`src/rtl/rxe_preamble_pkg.sv`:
```
// rxe_preamble_pkg
// Shared ethernet receive definitions used by the preamble/SFD stripper:
//   - nibble values of the preamble (0x5) and start-of-frame delimiter (0xD)
//   - state encoding of the receive FSM
//   - a saturating increment for the 4-bit preamble counter
package rxe_preamble_pkg;

  localparam logic [3:0] PRE_NIB = 4'h5;
  localparam logic [3:0] SFD_NIB = 4'hD;

  // DATA_LO / DATA_HI name the nibble expected next on the MII bus.
  typedef enum logic [2:0] {
    ST_IDLE     = 3'd0,
    ST_PREAMBLE = 3'd1,
    ST_DATA_LO  = 3'd2,
    ST_DATA_HI  = 3'd3,
    ST_DROP     = 3'd4
  } rx_state_t;

  // Increment that holds at 15 instead of wrapping to 0.
  function automatic logic [3:0] sat_inc4(input logic [3:0] val);
    sat_inc4 = (val == 4'hF) ? 4'hF : (val + 4'd1);
  endfunction

endpackage

```
`src/rtl/rxe_preamble_if.sv`:
```
// rxe_preamble_if
// MII receive nibble stream into the stripper and the byte stream out of it.
//   i_ce    nibble-rate clock enable
//   i_en    block enable
//   i_v     RX_DV from the PHY
//   i_d     RX nibble from the PHY
//   o_v     one-clock strobe, o_d holds a new payload byte
//   o_d     payload byte {high nibble, low nibble}
//   o_frame frame-active level for the downstream stage
//   o_err   one-clock error pulse
// master: the PHY/bench side; slave: the stripper.
interface rxe_preamble_if;
  import rxe_preamble_pkg::*;

  logic       i_ce;
  logic       i_en;
  logic       i_v;
  logic [3:0] i_d;
  logic       o_v;
  logic [7:0] o_d;
  logic       o_frame;
  logic       o_err;

  modport master (
    output i_ce, i_en, i_v, i_d,
    input  o_v, o_d, o_frame, o_err
  );

  modport slave (
    input  i_ce, i_en, i_v, i_d,
    output o_v, o_d, o_frame, o_err
  );

endinterface

```
`src/rtl/rxe_preamble.sv`:
```
// rxe_preamble
// Locates the 0x5...0x5 0xD preamble/SFD in an MII nibble stream, strips it
// and pairs the remaining nibbles into bytes (low nibble first).
// Ports:
//   i_clk    system clock
//   i_reset  asynchronous active-high reset
//   bus      rxe_preamble_if.slave (i_ce, i_en, i_v, i_d in;
//            o_v, o_d, o_frame, o_err out)
// Parameter:
//   MINPREAMBLE  minimum number of 0x5 nibbles before the SFD (1..15)
module rxe_preamble
  import rxe_preamble_pkg::*;
#(
  parameter int MINPREAMBLE = 4
) (
  input  logic               i_clk,
  input  logic               i_reset,
  rxe_preamble_if.slave      bus
);

  localparam logic [3:0] MIN_PRE = 4'(MINPREAMBLE);

  rx_state_t  state_r;
  logic [3:0] pcnt_r;
  logic [3:0] lo_r;
  logic       v_r;
  logic [7:0] d_r;
  logic       frame_r;
  logic       err_r;

  assign bus.o_v     = v_r;
  assign bus.o_d     = d_r;
  assign bus.o_frame = frame_r;
  assign bus.o_err   = err_r;

  // Receive FSM, nibble pairer and registered outputs.
  always_ff @(posedge i_clk or posedge i_reset) begin
    if (i_reset) begin
      state_r <= ST_IDLE;
      pcnt_r  <= 4'd0;
      lo_r    <= 4'd0;
      v_r     <= 1'b0;
      d_r     <= 8'd0;
      frame_r <= 1'b0;
      err_r   <= 1'b0;
    end else begin
      // Strobes default low so they last exactly one i_clk.
      v_r   <= 1'b0;
      err_r <= 1'b0;
      if (!bus.i_en) begin
        // Disabled: quiet immediately, no error for the abandoned frame.
        state_r <= ST_IDLE;
        frame_r <= 1'b0;
      end else if (bus.i_ce) begin
        case (state_r)
          ST_IDLE: begin
            if (bus.i_v && (bus.i_d == PRE_NIB)) begin
              state_r <= ST_PREAMBLE;
              pcnt_r  <= 4'd1;
            end else if (bus.i_v) begin
              state_r <= ST_DROP;
              err_r   <= 1'b1;
            end else begin
              state_r <= ST_IDLE;
            end
          end
          ST_PREAMBLE: begin
            if (!bus.i_v) begin
              // Carrier without SFD: silently discarded.
              state_r <= ST_IDLE;
            end else if (bus.i_d == PRE_NIB) begin
              pcnt_r <= sat_inc4(pcnt_r);
            end else if ((bus.i_d == SFD_NIB) && (pcnt_r >= MIN_PRE)) begin
              state_r <= ST_DATA_LO;
            end else begin
              // Short preamble or a corrupt nibble.
              state_r <= ST_DROP;
              err_r   <= 1'b1;
            end
          end
          ST_DATA_LO: begin
            if (bus.i_v) begin
              lo_r    <= bus.i_d;
              state_r <= ST_DATA_HI;
            end else begin
              state_r <= ST_IDLE;
              frame_r <= 1'b0;
            end
          end
          ST_DATA_HI: begin
            if (bus.i_v) begin
              d_r     <= {bus.i_d, lo_r};
              v_r     <= 1'b1;
              frame_r <= 1'b1;
              state_r <= ST_DATA_LO;
            end else begin
              // Odd nibble count: dribble error at frame end.
              state_r <= ST_IDLE;
              frame_r <= 1'b0;
              err_r   <= 1'b1;
            end
          end
          ST_DROP: begin
            if (!bus.i_v) begin
              state_r <= ST_IDLE;
            end else begin
              state_r <= ST_DROP;
            end
          end
          default: begin
            state_r <= ST_IDLE;
            frame_r <= 1'b0;
          end
        endcase
      end else begin
        state_r <= state_r;
      end
    end
  end

endmodule
```
`src/flat_wrapper.sv`:
```
// flat-port wrapper written by rule: the top's interface ports become plain ports
module rxe_preamble_flat import rxe_preamble_pkg::*;
#(
  parameter int MINPREAMBLE = 4
)
  (i_clk, i_reset, bus_i_ce, bus_i_en, bus_i_v, bus_i_d, bus_o_v, bus_o_d, bus_o_frame, bus_o_err);
  rxe_preamble_if bus_i ();
  input  logic i_clk;
  input  logic i_reset;
  input wire logic [$bits(bus_i.i_ce)-1:0] bus_i_ce;
  input wire logic [$bits(bus_i.i_en)-1:0] bus_i_en;
  input wire logic [$bits(bus_i.i_v)-1:0] bus_i_v;
  input wire logic [$bits(bus_i.i_d)-1:0] bus_i_d;
  output wire logic [$bits(bus_i.o_v)-1:0] bus_o_v;
  output wire logic [$bits(bus_i.o_d)-1:0] bus_o_d;
  output wire logic [$bits(bus_i.o_frame)-1:0] bus_o_frame;
  output wire logic [$bits(bus_i.o_err)-1:0] bus_o_err;
  assign bus_i.i_ce = bus_i_ce;
  assign bus_i.i_en = bus_i_en;
  assign bus_i.i_v = bus_i_v;
  assign bus_i.i_d = bus_i_d;
  assign bus_o_v = bus_i.o_v;
  assign bus_o_d = bus_i.o_d;
  assign bus_o_frame = bus_i.o_frame;
  assign bus_o_err = bus_i.o_err;
  rxe_preamble #(.MINPREAMBLE(MINPREAMBLE)) u_core (.i_clk(i_clk), .i_reset(i_reset), .bus(bus_i));
endmodule
```
`config.mk`:
```
export PLATFORM = sky130hd
export DESIGN_NAME = rxe_preamble_flat
export DESIGN_NICKNAME = d
export VERILOG_FILES = /design/src/rtl/rxe_preamble_pkg.sv /design/src/rtl/rxe_preamble_if.sv /design/src/rtl/rxe_preamble.sv /design/src/flat_wrapper.sv
export SDC_FILE = /design/constraint.sdc
export NUM_CORES = 1
export LEC_CHECK = 0
export CORE_MARGIN = 4
export CORE_UTILIZATION = 50
export CTS_CLUSTER_SIZE = 25
export DETAILED_ROUTE_END_ITERATION = 7
export PLACE_DENSITY = 0.77
export SETUP_SLACK_MARGIN = 0.4
export SYNTH_ARGS = -nofsm -noshare
export SYNTH_HDL_FRONTEND = slang
export SYNTH_SLANG_ARGS = --single-unit
```
`constraint.sdc`:
```
create_clock -name i_clk -period 2.1 [get_ports i_clk]
set_clock_uncertainty 0.1 [all_clocks]
set_input_delay 0.315 -clock i_clk [delete_from_list [all_inputs] [get_ports i_clk]]
set_output_delay 0.315 -clock i_clk [all_outputs]
set_load 0.05 [all_outputs]
```
# After elaboration in Yosys (flattened, before gate mapping)
# Index checks and enable logic that the tools add are counted.
# W data, S select, Z words.
dict set report totals {
  wordCells 64
  inputBits 9
  ram_bits 0
  romBits 0
  mem_count 0
  regBits 22
  latchBits 0
  out_inout_bits 11
}
dict set report classes {
  n_mux 31
  eq_ne 14
  reduce_logical 10
  multipliers 0
  n_div 0
  order_cmp 1
  addsub 1
  shifts 0
  n_bitwise 0
}
# cell count
set ops {}
lappend ops {{$mux W3} 7}
lappend ops {{$mux W4} 4}
lappend ops {{$pmux W3 S5} 1}
lappend ops {{$mux W1} 14}
lappend ops {{$eq A4 B4 Y1 const B} 2}
lappend ops {{$pmux W4 S2} 1}
lappend ops {{$reduce_and A4 Y1} 2}
lappend ops {{$eq A3 B2 Y1 const B} 2}
lappend ops {{$ne A2 B2 Y1 const B} 3}
lappend ops {{$pmux W1 S3} 2}
lappend ops {{$reduce_and A6 Y1} 1}
lappend ops {{$add A4 B1 Y4 const B} 1}
lappend ops {{$eq A4 B3 Y1 const B} 1}
lappend ops {{$ge A4 B3 Y1 const B} 1}
lappend ops {{$mux W2} 2}
lappend ops {{$ne A2 B1 Y1 const B} 2}
lappend ops {{$ne A4 B4 Y1 const B} 1}
lappend ops {{$eq A3 B1 Y1 const B} 1}
lappend ops {{$eq A3 B3 Y1 const B} 1}
lappend ops {{$logic_not A3 Y1} 1}
lappend ops {{$ne A3 B3 Y1 const B} 1}
lappend ops {{$reduce_and A3 Y1} 1}
lappend ops {{$reduce_or A3 Y1} 1}
lappend ops {{$logic_and A1 B1 Y1} 2}
lappend ops {{2 further kinds} 2}

# Longest topological paths before layout
# Gate-level depths: netlist of run 1.
dict set report depth {
  word_depth 8
  mapped_depth 5
  mapped_depth_nobuf 4
}

# Worst setup path after synthesis of run 1
# No wires, ideal clock.
dict set report synth_timing {
  path_type {reg2reg}
  startpoint {register u_core.state_r[2]}
  endpoint {register u_core.pcnt_r[0]}
  t_required_ns 1.874
  slack_ns 0.604
  stages_incl_launch_ff 6
  t_arrival_ns 1.270
  period_less_slack_ns 1.496
  n_path_buf 1
  path_cell_list {dfrtp_1 > buf_2 > or2_1 > nor4_4 > and4_1 > a21oi_1}
}
dict set report synth_via {
  elab_chain_cells 3
  word_cells_on_any_way 8
}
# item line
set synth_lines {}
lappend synth_lines {{from (decl)} rxe_preamble.sv:23} ;# rx_state_t state_r;
lappend synth_lines {{from (signal assigned)} rxe_preamble.sv:116} ;# state_r <= state_r;
lappend synth_lines {{$eq A3 B1 Y1 / $logic_not A3 Y1 (equally long branches)} rxe_preamble.sv:55} ;# case (state_r)
lappend synth_lines {{$ne A2 B1 Y1 (no line), or another cell as far along} n/a}
lappend synth_lines {{$reduce_and A6 Y1 (no line)} n/a}
lappend synth_lines {{to (signal assigned)} rxe_preamble.sv:72} ;# pcnt_r <= sat_inc4(pcnt_r);
lappend synth_lines {{to (decl)} rxe_preamble.sv:24} ;# logic [3:0] pcnt_r;
# Parallel ways exist; a longest one is shown, timed or not.
# A chain may end at the register's enable or synchronous reset.

# Final worst setup path of run 1
dict set report layout_timing {
  startpoint {register u_core.state_r[0]}
  endpoint {register u_core.d_r[3], in the netlist u_core.bus.o_d[3]}
}
dict set report layout_via {
  elab_chain_cells 2
}
# item line
set layout_lines {}
lappend layout_lines {{$eq A3 B2 Y1} rxe_preamble.sv:55}
lappend layout_lines {{$reduce_and A4 Y1 (no line)} n/a}
lappend layout_lines {{to (signal assigned)} rxe_preamble.sv:92} ;# d_r <= {bus.i_d, lo_r};
lappend layout_lines {{to (decl)} rxe_preamble.sv:27} ;# logic [7:0] d_r;
# Every way passes these cells.

==> run_results.csv, run 1 <==
group,metric,value,unit
critical_path,worstSetupStartpointType,"register",
cells_and_area,nFillCells,147,
cells_and_area,antenna-diode-count,0,
global_routing,antenna_found_initial,0,
global_routing,grt_pass1_vias,792,
synth,yosysTopAreaCellShare,51.4,%
global_routing,grt_max_degree,23,
sta,fin_crit_sh,78.6,%
synth,synthTopCellsByArea,"dfrtp_1 (51%), mux2_2 (13%), inv_1 (2.5%), a21oi_1 (2.3%), o21ai_0 (2.3%)",
clocking,cts_tree,"built",
cells_and_area,layout_commonest_cell,"dfrtp_1",
clocking,numCtsBuffers,3,
flow_run,cap_violations,0,
global_routing,grt_pass1_wl,3580,um
synth,synthFlopType,"dfrtp_1",
critical_path,cp.required,2.20,ns
clocking,clk_latency,0.30,ns
global_routing,grtUsageMet2,28.1,%
detailed_routing,drt-wirelength-per-cell,15.4,um
run_status,status,"finished clean",
floorplanning,die_area,2950,um2
synth,yosysSeqAreaShare,51.4,%
sta,slew-limit-headroom,66.4,%
synth,synth_top_cell_by_area,"dfrtp_1",
sta,hold_viol,0,
synth,synth_edf_count,0,
detailed_routing,vias_per_cell,5.54,
synth,syn_avg_cell_area,11.5,um2
critical_path,worstPathArrival,1.75,ns
critical_path,worstPathMaxFanout,12,
clocking,cts_max_level,1,
cells_and_area,fin_cells,149,
global_routing,grt-ovfl-total,0,
cells_and_area,drive_above_1_share,26.2,%
detailed_routing,dr.pass1.iters,4,
synth,async_reset_ff_share,100,%
detailed_routing,first_iter_violations,14,
floorplanning,start_util,53.5,%
global_routing,met3_usage,4.63,%
sta,min_period,1.65,ns
floorplanning,num_rows,16,
cells_and_area,layout_common_cells,"dfrtp_1 (21), mux2_2 (12), dlygate4sd2_1 (11), buf_4 (9), inv_1 (7)",
detailed_routing,drc,0,
placed_design,port_buffers,19,
pwr,ir_worst_vdd,0.000446,V
clocking,clkTransAtPathRegs,0.13,ns
pwr,powerDensity,644,nW/um2
sta,fmax,0.606,GHz
sta,fin_hold_ws,0.216,ns
global_routing,top_usage_layer,"met2",
clocking,clock-root-buffer,"clkbuf_4",
critical_path,crit_type,"register to register",
sta,fin_setup_tns,0,ns
detailed_routing,vias,826,
floorplanning,boundaryPins,20,
floorplanning,fp.dieH,54.3,um
floorplanning,die_w,54.3,um
synth,synth.distinct_cells,32,
global_routing,use_met1,21.1,%
pwr,p_leak,0.000684,uW
synth,yosys_warnings,0,
sta,tightest_slew,0.506,ns
synth,ys_ff_latch,22,
clocking,postCtsHoldBufs,0,
cells_and_area,fin_nets,133,
synth,syn_inst,93,
floorplanning,coreArea,2000,um2
clocking,max-clock-path-buffers,2,
placed_design,dpl.hpwl,1600,um
sta,slew_viol_final,0,
placed_design,place.gp.congestion,0.830,
detailed_routing,ant_nets,0,
critical_path,cp-end-kind,"register",
worst_hold_path,hold_path_class,"input port to asynchronous set/reset pin",
clocking,clock-sinks,22,
pwr,p_total,902,uW
synth,netlist_area,1070,um2
detailed_routing,drt_wl_total,2300,um
sta,setup_viol,0,
global_routing,grtUsageTotal,17.4,%
synth,synth_nets,103,
cells_and_area,area_growth,30.8,%
sta,rsz0062_at_grt,"yes",
placed_design,numPlacedInstances,140,
==> sequential cells by signal, indices dropped and copies added, names as in the netlist <==
signal              cells
u_core.bus.o_d          8
u_core.bus.o_err        1
u_core.bus.o_frame      1
u_core.bus.o_v          1
u_core.lo_r             4
u_core.pcnt_r           4
u_core.state_r          3
==> Yosys cell counts (all sizes together), types with 2 or more instances <==
cell type,count
dfrtp,22
mux2,12
inv,7
nor2,6
a21oi,5
o21ai,5
nand2,4
nand3,3
nor3,3
a31oi,2
buf,2
nand3b,2
nor2b,2
o22ai,2
==> stage by stage <==
step           cell area (um2)  utilization [%]  setup slack, ns
2_1_floorplan             1070                -            0.604
3_3_place_gp              1310             65.5            0.163
3_5_place_dp              1310             65.5            0.117
4_1_cts                   1350             67.4            0.446
5_1_grt                   1400             70.0            0.387
6_report                  1400             70.0            0.450
==> worst paths after layout <==
check / from / endpoint / slack [ns] / depth (start not counted)
min: i_reset / u_core.bus.o_d[3]$_DFFE_PP0P_ / 0.22 / 3
max: u_core.state_r[0]$_DFFE_PP0P_ / u_core.bus.o_d[3]$_DFFE_PP0P_ / 0.45 / 3
min reg2reg: u_core.bus.o_d[2]$_DFFE_PP0P_ / u_core.bus.o_d[2]$_DFFE_PP0P_ / 0.42 / 1
max in group asynchronous: i_reset / u_core.state_r[2]$_DFFE_PP0P_ / 1.45 / 3
min in group i_clk: bus_i_en / u_core.bus.o_err$_DFF_PP0_ / 0.34 / 4
max reg2reg: u_core.state_r[0]$_DFFE_PP0P_ / u_core.bus.o_d[3]$_DFFE_PP0P_ / 0.45 / 3
==> repair_timing <==
item                                    in CTS  in global routing
resized for setup                           11                  5
endpoints found under the setup margin      11                 10
pin swaps                                    0                  3
setup buffers                                0                  5
==> per-layer routing <==
metal / routed length, um / share of wire, % / vias up
met4: 40 / 1.7 / 0
met3: 140 / 6.1 / 6
met5: 0 / 0 / -
li1: - / - / 403
met2: 1150 / 50 / 31
met1: 970 / 42 / 386
==> power breakdown <==
group	internal [uW]	leakage (uW)	switching, uW
Combinational	51.5	0.000361	64.0
Clock	193	0.0000279	131
Sequential	440	0.000295	23.3
Total	684	0.000684	218
==> area by class of cell <==
cell class              instances  area, um2  area share (%)
flip-flops and latches         22        552            39.4
multi-input cells              61        485            34.6
repair buffers                 28        251            17.9
well taps                      27       33.8            2.41
clock inverters                 1       30.0            2.14
inverters                       7       26.3            1.88
clock buffers                   3       22.5            1.61
==> worst max-delay path, cell delays in order, from the launching register on <==
cell and delay, ns:
dfrtp_1 0.60, nand3b_1 0.21, nor2_4 0.27, mux2_2 0.38
==> kinds of logic after synthesis <==
logic type	count (synthesis)	share of synthesized area (%)
simple gates	26	17.5
compound gates	22	13.6
flops	22	51.4
mux	12	12.6
buf+inv	10	3.74
fa+ha+maj	1	1.17
No activity file was read; power rests on OpenSTA's default activity.
==> inputs of run 2 (changes only) <==
==> constraint.sdc (replaced) <==
create_clock -name i_clk -period 1.6 [get_ports i_clk]
set_clock_uncertainty 0.1 [all_clocks]
set_input_delay 0.24 -clock i_clk [delete_from_list [all_inputs] [get_ports i_clk]]
set_output_delay 0.24 -clock i_clk [all_outputs]
set_load 0.05 [all_outputs]
==> run 2 against run 1 <==
The flow now finishes with violations (setup timing). Die area stayed put. Cell count is 23% higher. Via count is 49% higher. Hold slack worse by 0.046 ns. Sequential power is 34% higher. Clock power is 39% higher. Critical path depth stayed put. Global-route usage is 15 points higher. Power is 48% higher.
==> run_results.csv, run 2 (synthesis results as in run 1) <==
group,metric,value,unit
cells_and_area,fin_cells,184,
sta,setup_viol,1,
critical_path,worstPathArrival,1.78,ns
detailed_routing,drt_wl_total,5160,um
clocking,clkTransAtPathRegs,0.13,ns
clocking,cts_tree,"built",
critical_path,worstSetupStartpointType,"register",
cells_and_area,layout_commonest_cell,"buf_4",
sta,slew-limit-headroom,70.0,%
detailed_routing,dr.pass1.iters,4,
placed_design,numPlacedInstances,151,
placed_design,pre_cts_ws,-0.334,ns
global_routing,grtUsageTotal,32.1,%
detailed_routing,vias_per_cell,6.68,
run_status,violations,"setup timing",
cells_and_area,register_area,553,um2
sta,setup_ws,-0.0683,ns
sta,rsz0062_at_grt,"yes",
sta,tightest_slew,0.443,ns
run_status,status,"finished, violations left",
clocking,cts_max_level,1,
clocking,clock-root-buffer,"clkbuf_4",
floorplanning,fp.dieH,54.3,um
global_routing,grt-ovfl-total,0,
placed_design,place.gp.congestion,0.892,
sta,fin_setup_tns,-0.0683,ns
floorplanning,boundaryPins,20,
detailed_routing,drc,0,
detailed_routing,vias,1230,
cells_and_area,layout_common_cells,"buf_4 (31), dfrtp_1 (20), buf_6 (19), mux2_4 (12), inv_1 (7)",
placed_design,port_buffers,19,
floorplanning,coreArea,2000,um2
global_routing,grt_pass1_vias,1153,
sta,hold_viol,0,
detailed_routing,drt-wirelength-per-cell,28.0,um
pwr,p_leak,0.000892,uW
critical_path,cp-end-kind,"register",
flow_run,cap_violations,0,
sta,fin_crit_sh,104,%
clocking,clock-sinks,22,
clocking,numCtsBuffers,3,
pwr,ir_worst_vdd,0.000744,V
cells_and_area,final_core_util,96.8,%
sta,slew_viol_final,0,
cells_and_area,multi_input_area,672,um2
cells_and_area,nFillCells,37,
clocking,max-clock-path-buffers,2,
cells_and_area,largest_reg_flops,8,
critical_path,cp.required,1.71,ns
pwr,p_int,948,uW
worst_hold_path,hold_path_class,"input port to asynchronous set/reset pin",
floorplanning,die_area,2950,um2
cells_and_area,drive_above_1_share,62.2,%
critical_path,worstPathMaxFanout,5,
cells_and_area,fin_nets,167,
pwr,power_frac_comb,20.2,%
global_routing,antenna_found_initial,0,
pwr,switchingPower,390,uW
global_routing,grt_max_degree,23,
floorplanning,start_util,53.5,%
pwr,powerDensity,691,nW/um2
detailed_routing,ant_nets,0,
floorplanning,num_rows,16,
detailed_routing,first_iter_violations,49,
floorplanning,die_w,54.3,um
pwr,pwr-share-clk,33.5,%
clocking,clk_latency,0.33,ns
pwr,seqPwrFrac,46.3,%
pwr,swShare,29.2,%
sta,fmax,0.599,GHz
critical_path,crit_type,"register to register",
placed_design,dpl.hpwl,1730,um
cells_and_area,area_growth,80.8,%
sta,min_period,1.67,ns
global_routing,grt_pass1_wl,6380,um
[run 2: cell count changes in the layout (fill, tap and decap cells not counted), sizes merged]
| cell | delta |
|---|---|
| dlymetal6s2s | -2 |
| dlygate4sd2 | -5 |
| buf | +45 |
| clkdlybuf4s50 | -4 |
| diode | +1 |
[run 2: worst max-delay path, cell delays in order (launching register included)]
cell and delay (ns):
dfrtp_1 0.51, ha_1 0.33, o311ai_1 0.46, a21oi_1 0.15
[run 2: power groups by stage]
stage	clock network, uW	logic, uW	registers (uW)
after global placement	0	161	611
final	449	270	619
after floorplan	0	83.2	619
after detailed placement	0	167	612
after CTS	440	200	602
after global routing	472	283	619
[run 2: worst paths after layout]
path	startpoint	to	slack [ns]	depth (start not counted)
setup / recovery	u_core.pcnt_r[0]$_DFFE_PP0P_	u_core.pcnt_r[3]$_DFFE_PP0P_	-0.07	3
hold / removal	i_reset	u_core.bus.o_frame$_DFFE_PP0P_	0.17	3
setup reg to reg	u_core.pcnt_r[0]$_DFFE_PP0P_	u_core.pcnt_r[3]$_DFFE_PP0P_	-0.07	3
hold reg to reg	u_core.lo_r[3]$_DFFE_PP0P_	u_core.lo_r[3]$_DFFE_PP0P_	0.48	1
max in group asynchronous	i_reset	u_core.pcnt_r[3]$_DFFE_PP0P_	0.99	3
min in group i_clk	bus_i_d[0]	u_core.bus.o_d[4]$_DFFE_PP0P_	0.34	3
[run 2: layout make-up]
type                       count  area share (%)
antenna                        1           0.129
clock buffer                   3            1.16
clock inverter                 1            1.55
inverter                       7            1.36
multi-input combinational     61            34.7
sequential                    22            28.6
tap                           27            1.74
timing repair buffer          62            30.8
[run 2: per-layer routing]
metal / wire (um) / track usage [%]
met1: 1790 / 39.4
met2: 2480 / 52.2
met5: 0 / 0
met4: 387 / 20.7
met3: 505 / 4.90
[run 2: per-stage QoR]
stage	area, um2	total power, uW	hold slack (ns)
2_1_floorplan	1100	702	0.129
3_3_place_gp	1420	772	0.387
3_5_place_dp	1420	779	0.395
4_1_cts	1750	1240	0.150
5_1_grt	1930	1370	0.197
6_report	1940	1340	0.169
[run 2: what timing repair did]
action,CTS,global route
buffers inserted,21,7
pin swaps,5,9
hold buffers,0,0
gates cloned,0,0
setup endpoints to repair,33,33
gates resized for setup,40,30
==> inputs of run 3 (changes only) <==
--- a/config.mk
+++ b/config.mk
@@ -5,11 +5,13 @@
 export SDC_FILE = /design/constraint.sdc
 export NUM_CORES = 1
 export LEC_CHECK = 0
+export ABC_AREA = 1
+export CORE_ASPECT_RATIO = 0.6
 export CORE_MARGIN = 4
-export CORE_UTILIZATION = 50
+export CORE_UTILIZATION = 52
 export CTS_CLUSTER_SIZE = 25
 export DETAILED_ROUTE_END_ITERATION = 7
-export PLACE_DENSITY = 0.77
+export PLACE_DENSITY = 0.78
 export SETUP_SLACK_MARGIN = 0.4
 export SYNTH_ARGS = -nofsm -noshare
 export SYNTH_HDL_FRONTEND = slang
==> run 3 against run 2 <==
The flow now finishes without violations. Maximum frequency increased by 20%. Cell count is 18% higher. Clock power up 18%. Critical path depth rose by 3. Sequential power down 4.4%. Sequential share of layout area grew 2.5 points. Hold slack gained 0.036 ns. Largest power group unchanged.
==> run_results.csv, run 3 <==
group,metric,value,unit
cells_and_area,fin_nets,198,
sta,fin_setup_tns,0,ns
critical_path,crit_type,"register to register",
floorplanning,boundaryPins,20,
detailed_routing,drc,0,
clocking,numCtsBuffers,3,
critical_path,critPathSlowestCell,"dfrtp_2",
synth,synthTopCellsByArea,"dfrtp_1 (46%), nand2_1 (14%), o21ai_2 (5.8%), nand3_1 (5.4%), buf_6 (3.7%)",
floorplanning,die_w,70.2,um
clocking,clock-sinks,22,
detailed_routing,vias_per_cell,5.43,
global_routing,grt_pass1_vias,1110,
sta,fin_hold_ws,0.205,ns
floorplanning,start_util,55.0,%
detailed_routing,vias,1179,
critical_path,slowest_delay,0.46,ns
sta,slew-limit-headroom,80.3,%
floorplanning,num_rows,13,
placed_design,port_buffers,19,
sta,setup_viol,0,
synth,syn_inst,148,
global_routing,grtUsageTotal,21.4,%
cells_and_area,largest_reg_flops,8,
run_status,status,"finished clean",
synth,synth_top_cell_by_area,"dfrtp_1",
clocking,cts_max_level,1,
clocking,clock-root-buffer,"clkbuf_8",
synth,yosys_warnings,0,
flow_run,cap_violations,0,
floorplanning,coreArea,2200,um2
synth,synth_nets,158,
floorplanning,die_area,3190,um2
sta,tightest_slew,0.296,ns
global_routing,antenna_found_initial,0,
floorplanning,fp.dieH,45.3,um
sta,fmax,0.719,GHz
synth,synth_common_cells,"nand2_1 (46), dfrtp_1 (22), nand3_1 (13), inv_1 (11), o21ai_2 (8)",
clocking,postCtsHoldBufs,0,
cells_and_area,area_growth,47.3,%
critical_path,rrSetupSlack,0.21,ns
sta,rsz0062_at_grt,"yes",
sta,min_period,1.39,ns
placed_design,place.gp.congestion,0.940,
pwr,powerDensity,742,nW/um2
placed_design,dpl.hpwl,2070,um
clocking,clkTransAtPathRegs,0.08,ns
global_routing,grt_pass1_wl,5030,um
critical_path,cp.required,1.67,ns
detailed_routing,drt-wirelength-per-cell,15.6,um
synth,yosysMostFrequentCell,"nand2_1",
synth,syn_avg_cell_area,8.17,um2
global_routing,grt_max_degree,23,
critical_path,cp_cell_sequence,"inv_4 -> nand4_4 -> or2_1 -> buf_6 -> nand2_2 -> o21ai_2",
sta,slew_viol_final,0,
critical_path,worstSetupStartpointType,"register",
clocking,max-clock-path-buffers,2,
critical_path,cp-end-kind,"register",
global_routing,grt-ovfl-total,0,
pwr,ir_worst_vdd,0.000548,V
pwr,p_leak,0.000902,uW
clocking,clk_latency,0.27,ns
synth,yosysTopAreaCellShare,45.5,%
critical_path,worstPathArrival,1.46,ns
cells_and_area,antenna-diode-count,0,
synth,async_reset_ff_share,100,%
critical_path,worstPathMaxFanout,8,
cells_and_area,drive_above_1_share,44.4,%
detailed_routing,first_iter_violations,107,
synth,synth_edf_count,0,
cells_and_area,layout_commonest_cell,"nand2_1",
clocking,cts_tree,"built",
synth,yosysSeqAreaShare,45.5,%
cells_and_area,layout_common_cells,"nand2_1 (39), dfrtp_1 (20), buf_4 (18), inv_1 (11), buf_6 (11)",
sta,hold_viol,0,
synth,synth.distinct_cells,25,
synth,netlist_area,1210,um2
synth,ys_ff_latch,22,
worst_hold_path,hold_path_class,"input port to asynchronous set/reset pin",
sta,fin_crit_sh,86.9,%
placed_design,pre_cts_ws,-0.152,ns
cells_and_area,nFillCells,133,
detailed_routing,ant_nets,0,
sta,setup_ws,0.209,ns
synth,synthFlopType,"dfrtp_1",
detailed_routing,drt_wl_total,3390,um
detailed_routing,dr.pass1.iters,4,
-- run 3: cell count changes after synthesis, sizes merged, moves of 3 or more --
cell	change
buf	+3
nand3	+10
mux2	-12
inv	+12
o21ai	+9
nand2	+49
nor2	+4
a21oi	-4
-- run 3: worst paths after layout --
path / depth (start not counted) / to / from
worst max-delay path: 6 / u_core.lo_r[2]$_DFFE_PP0P_ / u_core.state_r[2]$_DFFE_PP0P_
worst min-delay path: 3 / u_core.pcnt_r[2]$_DFFE_PP0P_ / i_reset
worst max register to register: 6 / u_core.lo_r[2]$_DFFE_PP0P_ / u_core.state_r[2]$_DFFE_PP0P_
worst min register to register: 2 / u_core.bus.o_d[1]$_DFFE_PP0P_ / u_core.bus.o_d[1]$_DFFE_PP0P_
max in group asynchronous: 3 / u_core.state_r[2]$_DFFE_PP0P_ / i_reset
min in group i_clk: 2 / u_core.bus.o_d[1]$_DFFE_PP0P_ / u_core.bus.o_d[1]$_DFFE_PP0P_
-- run 3: stage by stage --
| step | cell area [um2] | std cells | utilization, % | power (uW) |
|---|---|---|---|---|
| 3_5_place_dp | 1500 | 205 | 68.3 | 761 |
| 3_3_place_gp | 1500 | 205 | 68.3 | 755 |
| 5_1_grt | 1780 | 217 | 81.1 | 1380 |
| 6_report | 1780 | 217 | 81.1 | 1320 |
| 2_1_floorplan | 1220 | 148 | - | 693 |
| 4_1_cts | 1720 | 215 | 78.3 | 1310 |
-- run 3: what timing repair did --
action / 4_1_cts / 5_1_grt
pin swaps: 11 / 4
buffers inserted: 6 / 2
setup endpoints to repair: 24 / 33
resized for setup: 37 / 12
-- run 3: power breakdown --
part | total, uW | switching [uW] | internal, uW
Sequential | 592 | 19.5 | 572
Clock | 532 | 197 | 335
Combinational | 198 | 114 | 84.2
Total | 1320 | 330 | 991
-- run 3: critical path: cells and delay by family, from the launching register on --
| kind | cells | cell delay [ns] |
|---|---|---|
| simple gates | 3 | 0.40 |
| flops | 1 | 0.46 |
| buf+inv | 2 | 0.28 |
| compound gates | 1 | 0.05 |
-- run 3: cell families after synthesis --
group	after synthesis	share of synthesized area, %
and+or+nand+nor	82	31.4
buffers and inverters	24	10.7
DFF	22	45.5
AOI/OAI and AO/OA	17	9.94
xor gates and xnor gates	2	1.45
adders and majority gates	1	1.04
-- run 3: per-layer routing --
layer | part of all wire (%) | vias to the layer above | GRT usage (%)
met3 | 8.6 | 12 | 6.44
met5 | 0 | - | 0
met4 | 2.1 | 0 | 10.3
li1 | - | 546 | -
met2 | 47 | 67 | 36.4
met1 | 43 | 554 | 25.4
-- run 3: layout make-up --
type | instances | area (um2) | share of cell area, %
multi-input combinational | 102 | 644 | 36.2
sequential | 22 | 553 | 31.1
timing repair buffer | 40 | 395 | 22.2
inverter | 19 | 78.8 | 4.43
clock buffer | 3 | 41.3 | 2.32
tap | 30 | 37.5 | 2.11
clock inverter | 1 | 30.0 | 1.69
